`src/rtl/shared_bus_if.sv`:
```
// Shared memory bus controller interface: arbitor grants, per-master command
// and write data, per-master completion strobes, and the shared bus itself.
interface shared_bus_if #(
    parameter int AW = 8,
    parameter int DW = 16,
    parameter int LW = 4
);
    logic          grant1;
    logic          grant2;
    logic [AW-1:0] m1_addr;
    logic          m1_we;
    logic [LW-1:0] m1_len;
    logic [DW-1:0] m1_wdata;
    logic [AW-1:0] m2_addr;
    logic          m2_we;
    logic [LW-1:0] m2_len;
    logic [DW-1:0] m2_wdata;
    logic          m1_ack;
    logic          m2_ack;
    logic          m1_done;
    logic          m2_done;
    logic          abort;
    logic [DW-1:0] rdata;
    logic          bus_en;
    logic          bus_we;
    logic [AW-1:0] bus_addr;
    logic [DW-1:0] bus_wdata;
    logic [DW-1:0] bus_rdata;

    // Controller side.
    modport slave (
        input  grant1, grant2,
        input  m1_addr, m1_we, m1_len, m1_wdata,
        input  m2_addr, m2_we, m2_len, m2_wdata,
        input  bus_rdata,
        output m1_ack, m2_ack, m1_done, m2_done, abort, rdata,
        output bus_en, bus_we, bus_addr, bus_wdata
    );

    // Masters, arbitor and memory side.
    modport master (
        output grant1, grant2,
        output m1_addr, m1_we, m1_len, m1_wdata,
        output m2_addr, m2_we, m2_len, m2_wdata,
        output bus_rdata,
        input  m1_ack, m2_ack, m1_done, m2_done, abort, rdata,
        input  bus_en, bus_we, bus_addr, bus_wdata
    );
endinterface

```
`src/rtl/shared_bus_ctrl.sv`:
```
// Shared bus controller: runs the granted master's burst of len+1 beats on the
// shared memory bus, each beat holding bus_en for WAIT_STATES+1 cycles, and
// returns per-beat ack/rdata, a done pulse on the last beat, or abort when the
// owner's grant disappears mid-burst. All outputs are registered.
module shared_bus_ctrl #(
    parameter int AW          = 8,
    parameter int DW          = 16,
    parameter int LW          = 4,
    parameter int WAIT_STATES = 2
) (
    input logic          clk,
    input logic          rst,
    shared_bus_if.slave  bif
);
    localparam int WSW = (WAIT_STATES > 0) ? $clog2(WAIT_STATES + 1) : 1;
    localparam logic [WSW-1:0] WS_LOAD = WSW'(WAIT_STATES);

    typedef enum logic [1:0] {
        IDLE,
        ACCESS,
        RELEASE
    } state_t;

    state_t        state_q, state_d;
    logic          owner_q, owner_d;          // 0: master 1, 1: master 2
    logic [LW-1:0] beat_q, beat_d;            // beats remaining after the current one
    logic [WSW-1:0] ws_q, ws_d;               // cycles left in the current beat
    logic          bus_en_q, bus_en_d;
    logic          bus_we_q, bus_we_d;        // also serves as the latched command direction
    logic [AW-1:0] bus_addr_q, bus_addr_d;    // also serves as the running burst address
    logic [DW-1:0] bus_wdata_q, bus_wdata_d;
    logic [DW-1:0] rdata_q, rdata_d;
    logic          ack1_q, ack1_d, ack2_q, ack2_d;
    logic          done1_q, done1_d, done2_q, done2_d;
    logic          abort_q, abort_d;

    logic          owner_grant;
    logic [DW-1:0] owner_wdata;

    assign owner_grant = owner_q ? bif.grant2   : bif.grant1;
    assign owner_wdata = owner_q ? bif.m2_wdata : bif.m1_wdata;

    // Next-state and next-output logic for the burst sequencer.
    always_comb begin
        // NOTE: every signal gets a default first so no path leaves it unassigned (no latches).
        state_d     = state_q;
        owner_d     = owner_q;
        beat_d      = beat_q;
        ws_d        = ws_q;
        bus_en_d    = bus_en_q;
        bus_we_d    = bus_we_q;
        bus_addr_d  = bus_addr_q;
        bus_wdata_d = bus_wdata_q;
        rdata_d     = rdata_q;
        ack1_d      = 1'b0;
        ack2_d      = 1'b0;
        done1_d     = 1'b0;
        done2_d     = 1'b0;
        abort_d     = 1'b0;

        case (state_q)
            IDLE: begin
                if (bif.grant1 || bif.grant2) begin
                    // grant1 wins a tie.
                    owner_d     = !bif.grant1;
                    bus_addr_d  = bif.grant1 ? bif.m1_addr  : bif.m2_addr;
                    bus_we_d    = bif.grant1 ? bif.m1_we    : bif.m2_we;
                    beat_d      = bif.grant1 ? bif.m1_len   : bif.m2_len;
                    bus_wdata_d = bif.grant1 ? bif.m1_wdata : bif.m2_wdata;
                    ws_d        = WS_LOAD;
                    bus_en_d    = 1'b1;
                    state_d     = ACCESS;
                end
            end

            ACCESS: begin
                if (!owner_grant) begin
                    // Grant lost: drop the bus now, no ack or done for the cut beat.
                    abort_d  = 1'b1;
                    bus_en_d = 1'b0;
                    bus_we_d = 1'b0;
                    state_d  = IDLE;
                end else if (ws_q == '0) begin
                    rdata_d    = bus_we_q ? '0 : bif.bus_rdata;
                    ack1_d     = !owner_q;
                    ack2_d     = owner_q;
                    bus_addr_d = bus_addr_q + AW'(1);
                    if (beat_q != '0) begin
                        // Next beat follows with no gap in bus_en.
                        beat_d      = beat_q - LW'(1);
                        ws_d        = WS_LOAD;
                        bus_wdata_d = owner_wdata;
                    end else begin
                        done1_d  = !owner_q;
                        done2_d  = owner_q;
                        bus_en_d = 1'b0;
                        bus_we_d = 1'b0;
                        state_d  = RELEASE;
                    end
                end else begin
                    ws_d = ws_q - WSW'(1);
                end
            end

            RELEASE: begin
                // A grant still held after done is never restarted.
                if (!owner_grant) state_d = IDLE;
            end

            default: state_d = IDLE;
        endcase
    end

    // State, datapath and output registers with synchronous reset.
    always_ff @(posedge clk) begin
        if (rst) begin
            state_q     <= IDLE;
            owner_q     <= 1'b0;
            beat_q      <= '0;
            ws_q        <= '0;
            bus_en_q    <= 1'b0;
            bus_we_q    <= 1'b0;
            bus_addr_q  <= '0;
            bus_wdata_q <= '0;
            rdata_q     <= '0;
            ack1_q      <= 1'b0;
            ack2_q      <= 1'b0;
            done1_q     <= 1'b0;
            done2_q     <= 1'b0;
            abort_q     <= 1'b0;
        end else begin
            // NOTE: non-blocking assignments so every register samples pre-edge values.
            state_q     <= state_d;
            owner_q     <= owner_d;
            beat_q      <= beat_d;
            ws_q        <= ws_d;
            bus_en_q    <= bus_en_d;
            bus_we_q    <= bus_we_d;
            bus_addr_q  <= bus_addr_d;
            bus_wdata_q <= bus_wdata_d;
            rdata_q     <= rdata_d;
            ack1_q      <= ack1_d;
            ack2_q      <= ack2_d;
            done1_q     <= done1_d;
            done2_q     <= done2_d;
            abort_q     <= abort_d;
        end
    end

    assign bif.bus_en    = bus_en_q;
    assign bif.bus_we    = bus_we_q;
    assign bif.bus_addr  = bus_addr_q;
    assign bif.bus_wdata = bus_wdata_q;
    assign bif.rdata     = rdata_q;
    assign bif.m1_ack    = ack1_q;
    assign bif.m2_ack    = ack2_q;
    assign bif.m1_done   = done1_q;
    assign bif.m2_done   = done2_q;
    assign bif.abort     = abort_q;
endmodule
```
`src/flat_wrapper.sv`:
```
// flat-port wrapper written by rule: the top's interface ports become plain ports
module shared_bus_ctrl_flat 
#(
    parameter int AW          = 8,
    parameter int DW          = 16,
    parameter int LW          = 4,
    parameter int WAIT_STATES = 2
)
  (clk, rst, bif_grant1, bif_grant2, bif_m1_addr, bif_m1_we, bif_m1_len, bif_m1_wdata, bif_m2_addr, bif_m2_we, bif_m2_len, bif_m2_wdata, bif_bus_rdata, bif_m1_ack, bif_m2_ack, bif_m1_done, bif_m2_done, bif_abort, bif_rdata, bif_bus_en, bif_bus_we, bif_bus_addr, bif_bus_wdata);
  shared_bus_if #(.AW(AW), .DW(DW), .LW(LW)) bif_i ();
  input logic clk;
  input logic rst;
  input wire logic [$bits(bif_i.grant1)-1:0] bif_grant1;
  input wire logic [$bits(bif_i.grant2)-1:0] bif_grant2;
  input wire logic [$bits(bif_i.m1_addr)-1:0] bif_m1_addr;
  input wire logic [$bits(bif_i.m1_we)-1:0] bif_m1_we;
  input wire logic [$bits(bif_i.m1_len)-1:0] bif_m1_len;
  input wire logic [$bits(bif_i.m1_wdata)-1:0] bif_m1_wdata;
  input wire logic [$bits(bif_i.m2_addr)-1:0] bif_m2_addr;
  input wire logic [$bits(bif_i.m2_we)-1:0] bif_m2_we;
  input wire logic [$bits(bif_i.m2_len)-1:0] bif_m2_len;
  input wire logic [$bits(bif_i.m2_wdata)-1:0] bif_m2_wdata;
  input wire logic [$bits(bif_i.bus_rdata)-1:0] bif_bus_rdata;
  output wire logic [$bits(bif_i.m1_ack)-1:0] bif_m1_ack;
  output wire logic [$bits(bif_i.m2_ack)-1:0] bif_m2_ack;
  output wire logic [$bits(bif_i.m1_done)-1:0] bif_m1_done;
  output wire logic [$bits(bif_i.m2_done)-1:0] bif_m2_done;
  output wire logic [$bits(bif_i.abort)-1:0] bif_abort;
  output wire logic [$bits(bif_i.rdata)-1:0] bif_rdata;
  output wire logic [$bits(bif_i.bus_en)-1:0] bif_bus_en;
  output wire logic [$bits(bif_i.bus_we)-1:0] bif_bus_we;
  output wire logic [$bits(bif_i.bus_addr)-1:0] bif_bus_addr;
  output wire logic [$bits(bif_i.bus_wdata)-1:0] bif_bus_wdata;
  assign bif_i.grant1 = bif_grant1;
  assign bif_i.grant2 = bif_grant2;
  assign bif_i.m1_addr = bif_m1_addr;
  assign bif_i.m1_we = bif_m1_we;
  assign bif_i.m1_len = bif_m1_len;
  assign bif_i.m1_wdata = bif_m1_wdata;
  assign bif_i.m2_addr = bif_m2_addr;
  assign bif_i.m2_we = bif_m2_we;
  assign bif_i.m2_len = bif_m2_len;
  assign bif_i.m2_wdata = bif_m2_wdata;
  assign bif_i.bus_rdata = bif_bus_rdata;
  assign bif_m1_ack = bif_i.m1_ack;
  assign bif_m2_ack = bif_i.m2_ack;
  assign bif_m1_done = bif_i.m1_done;
  assign bif_m2_done = bif_i.m2_done;
  assign bif_abort = bif_i.abort;
  assign bif_rdata = bif_i.rdata;
  assign bif_bus_en = bif_i.bus_en;
  assign bif_bus_we = bif_i.bus_we;
  assign bif_bus_addr = bif_i.bus_addr;
  assign bif_bus_wdata = bif_i.bus_wdata;
  shared_bus_ctrl #(.AW(AW), .DW(DW), .LW(LW), .WAIT_STATES(WAIT_STATES)) u_core (.clk(clk), .rst(rst), .bif(bif_i));
endmodule
```
`config.mk`:
```
export PLATFORM = sky130hd
export DESIGN_NAME = shared_bus_ctrl_flat
export DESIGN_NICKNAME = d
export VERILOG_FILES = /design/src/rtl/shared_bus_if.sv /design/src/rtl/shared_bus_ctrl.sv /design/src/flat_wrapper.sv
export SDC_FILE = /design/constraint.sdc
export NUM_CORES = 1
export LEC_CHECK = 0
export CAP_MARGIN = 20
export CORE_MARGIN = 10
export CORE_UTILIZATION = 42
export DETAILED_ROUTE_END_ITERATION = 16
export PLACE_DENSITY = 0.83
export SETUP_SLACK_MARGIN = 0.4
export SLEW_MARGIN = 25
export SYNTH_ARGS = -nofsm -noshare
export SYNTH_HDL_FRONTEND = slang
export SYNTH_SLANG_ARGS = --single-unit
```
`constraint.sdc`:
```
create_clock -name clk -period 2.17 [get_ports clk]
set_input_delay 0.434 -clock clk [delete_from_list [all_inputs] [get_ports clk]]
set_output_delay 0.434 -clock clk [all_outputs]
set_load 0.03 [all_outputs]
```
==> flow_summary.toml <==
[yosys]
yosys_warnings = 0
proportion_of_synthesized_chip_area_in_sequential_cells_pct = 40.7
synthesis.nets = 349
synth.distinct_cells = 47
synth_enable_flop_cells = 0
yosys.area.top_type_share_pct = 40.7
synth_top_cell_by_area = "dfxtp_1"
synth_most_common_cell = "dfxtp_1"
ys_top_cells_by_area = "dfxtp_1 41%, mux2i_1 10%, a211oi_2 8.2%"
synth_flop_cell = "dfxtp_1"
synth_seq_cells = 56
syn-instance-count = 267
synth_area_per_cell_um2 = 10.3
synthTopCellsByCount = "56 x dfxtp_1, 28 x mux2i_1, 24 x a21oi_1"
post_synth_instance_area_um2 = 2750
asyncSetResetFlopFracSynth_pct = 0

[finish]
final-instance-count-excl-fill = 474
layout.cell_area.non_filler_um2 = 4250
fillCellCount = 495
layout.area.seq_um2 = 1120
finish.net_count = 479
multi_input_area_um2 = 1520
insertedDiodeCount = 0
layout-drive-gt1-share_pct = 17.9
syn2layout_area_growth_pct = 54.6

[power]
fin_total_pwr_uw = 3170
internal_power_uw = 1990
comb_power_share_pct = 42.3
net-switching-power_uw = 1180
p_seq_share_pct = 40.4
switching_share_pct = 37.2
power.clock.fraction_pct = 17.3
power-per-cell-area_nw_per_um2 = 744
static-leakage-power_uw = 0.00189
irDropWorstVdd_v = 0.000422

[worst_hold_path]
hold_path_depth = 1
timing.hold.worst.class = "flop to flop"

[placement]
hpwl_mm = 6.71
numPlacedInstances = 463
dpl-instance-area_um2 = 4080
port_buffers = 124
gp_routability_congestion = 0.842

[route]
num_vias = 2603
vias_per_cell = 5.49
dr.pass1.iters = 5
initialDrtViolationCount = 142
avgRoutedWirePerCell_um = 18.5
remaining_drc_errors = 0
final_antenna_net_count = 0
route.final.wire_length_mm = 8.77

[clock_network]
clock-sinks = 56
numCtsBuffers = 5
clock_tree.root_cell = "clkbuf_8"
clock_latency_ns = 0.31
worst_setup_hold_path_clk_slew_ns = 0.09
clock_path_buffers = 2
postCtsHoldBufs = 0
cts_tree = "done"
cts_htree_levels = 2

[critical_path]
rr_worst_depth = 7
crit_chain = "clkdlybuf4s50_1 > mux2_4 > a32o_2 > buf_4 > nand2_1 > a32o_1"
cp_top_family = "buffers and inverters"
critical_path.endpoint_type = "flop"
worstPathArrival_ns = 1.97
crit_type = "primary input to flop"
reg2reg_slack_ns = 0.48
r2r-start = "u_core.beat_q[0]"
worst-path-max-fanout = 9
crit_path_start_kind = "primary input"
crit_path_max_incr_delay_ns = 0.53
cp.buffers_inverters = 2
worst_path_max_delay_cell = "clkdlybuf4s50_1"
cp.depth = 6
worstReg2RegEnd = "u_core.beat_q[0]"
setup.worst_path.start = "bif_grant2"
capture_point_of_the_worst_path = "u_core.bif.bus_addr[7]"
required_ns = 2.37

[die]
floorplan.rows = 29
dieWidth_um = 101
floorplan.initialDensity_pct = 43.3
dieHeight_um = 101
die_area_um2 = 10200
pin_count = 125
coreArea_um2 = 6350

[outcome]
run_status = "completed"

[sta]
slew_violations = 0
hold_violations = 0
maximum_clock_frequency_mhz = 567
setup-violations-final = 0
maxSlewHeadroom_pct = 72.8
finalWorstPathRequiredPeriod_ns = 1.76
rsz0062_at_grt = "true"
fin_crit_share_pct = 81.3
clock-skew-final_ns = 0.00603
max_slew.worst_pin.slew_ns = 0.406

[global_route]
grt_util_all_layers_pct = 15.5
grt_pass1_wl_mm = 13.1
global_route.overflow_total = 0
grt_pass1_vias = 2596
grt_max_degree = 24
initial_antenna_violation_count = 0

[run]
number_of_violations_of_the_max_capacitance_limit = 0
-- area by class of cell --
| class | count | share of cell area [%] |
|---|---|---|
| sequential | 56 | 26.4 |
| multi-input combinational | 181 | 35.6 |
| clock inverter | 2 | 0.294 |
| inverter | 10 | 0.882 |
| timing repair buffer | 143 | 32.9 |
| tap | 77 | 2.26 |
| clock buffer | 5 | 1.62 |
-- layout by cell type, fill, tap and decap left out, types with 3 or more instances in the layout --
cell,Yosys,layout
nand3_1,3,3
mux2i_1,28,28
inv_1,10,10
a22o_1,17,17
nor3_1,5,5
clkbuf_8,0,5
dlygate4sd2_1,0,37
buf_4,2,14
a211oi_1,4,4
ha_1,4,4
buf_12,1,3
a21oi_2,3,12
dlymetal6s2s_1,0,9
and2_1,5,5
clkdlybuf4s50_1,0,77
dfxtp_1,56,55
a211oi_2,18,18
nand2_1,7,7
o21ai_0,9,9
o21ai_1,4,4
a21oi_1,24,14
nor2_1,15,15
a32o_1,6,5
-- worst min path at each step --
stage | start | end | slack, ns
2_1_floorplan | u_core.owner_q | u_core.bif.m1_ack | 0.46
3_3_place_gp | u_core.bif.bus_en | u_core.bif.bus_en | 0.46
3_5_place_dp | u_core.bif.bus_en | u_core.bif.bus_en | 0.46
4_1_cts | u_core.bif.rdata[10] | u_core.bif.rdata[10] | 0.48
5_1_grt | u_core.bif.rdata[9] | u_core.bif.rdata[9] | 0.50
6_report | u_core.bif.bus_en | u_core.bif.bus_en | 0.48
-- power groups by stage --
stage	Clock (uW)	Combinational [uW]	Sequential [uW]
after floorplan	0	625	1480
after global placement	0	1300	1280
after detailed placement	0	1340	1290
after CTS	555	1300	1270
after global routing	595	1430	1300
final	549	1340	1280
-- flip-flops by register name, indices dropped and copies added, names as in the netlist --
signal / flops
u_core.bif.bus_wdata: 16
u_core.bif.rdata: 16
u_core.bif.bus_addr: 8
u_core.beat_q: 4
u_core.state_q: 2
u_core.ws_q: 2
u_core.bif.abort: 1
u_core.bif.bus_en: 1
u_core.bif.bus_we: 1
u_core.bif.m1_ack: 1
u_core.bif.m1_done: 1
u_core.bif.m2_ack: 1
u_core.bif.m2_done: 1
u_core.owner_q: 1
-- logic make-up after synthesis --
family	after synthesis	synth area share, %
compound gates	99	29.9
fa+ha+maj	4	1.82
buf+inv	31	6.64
flops	56	40.7
mux	31	12.0
simple gates	46	8.91
-- through the flow --
step                util, %  setup TNS, ns  hold WS, ns  setup WS, ns
floorplan                 -              0        0.464         0.405
global placement       64.3              0        0.462        0.0265
detailed placement     64.3         -0.689        0.457       -0.0537
CTS                    65.3              0        0.484         0.289
global route           67.0              0        0.495         0.358
finish                 67.0              0        0.484         0.406
-- per-layer routing --
metal	wire length [um]	track usage (%)	vias to the layer above	part of all wire, %
li1	-	-	1264	-
met1	3470	17.9	1227	40
met2	4540	27.0	102	52
met3	653	4.53	10	7.4
met4	107	4.39	0	1.2
met5	0	0	-	0
-- timing repair --
| item | 4_1_cts | 5_1_grt |
|---|---|---|
| setup buffers | 1 | 2 |
| cloned | 0 | 1 |
| endpoints found under the hold margin | 0 | 0 |
| gates resized for setup | 43 | 21 |
| endpoints found under the setup margin | 76 | 48 |
| pin swaps | 1 | 2 |
Power figures use the tool's default switching activity.
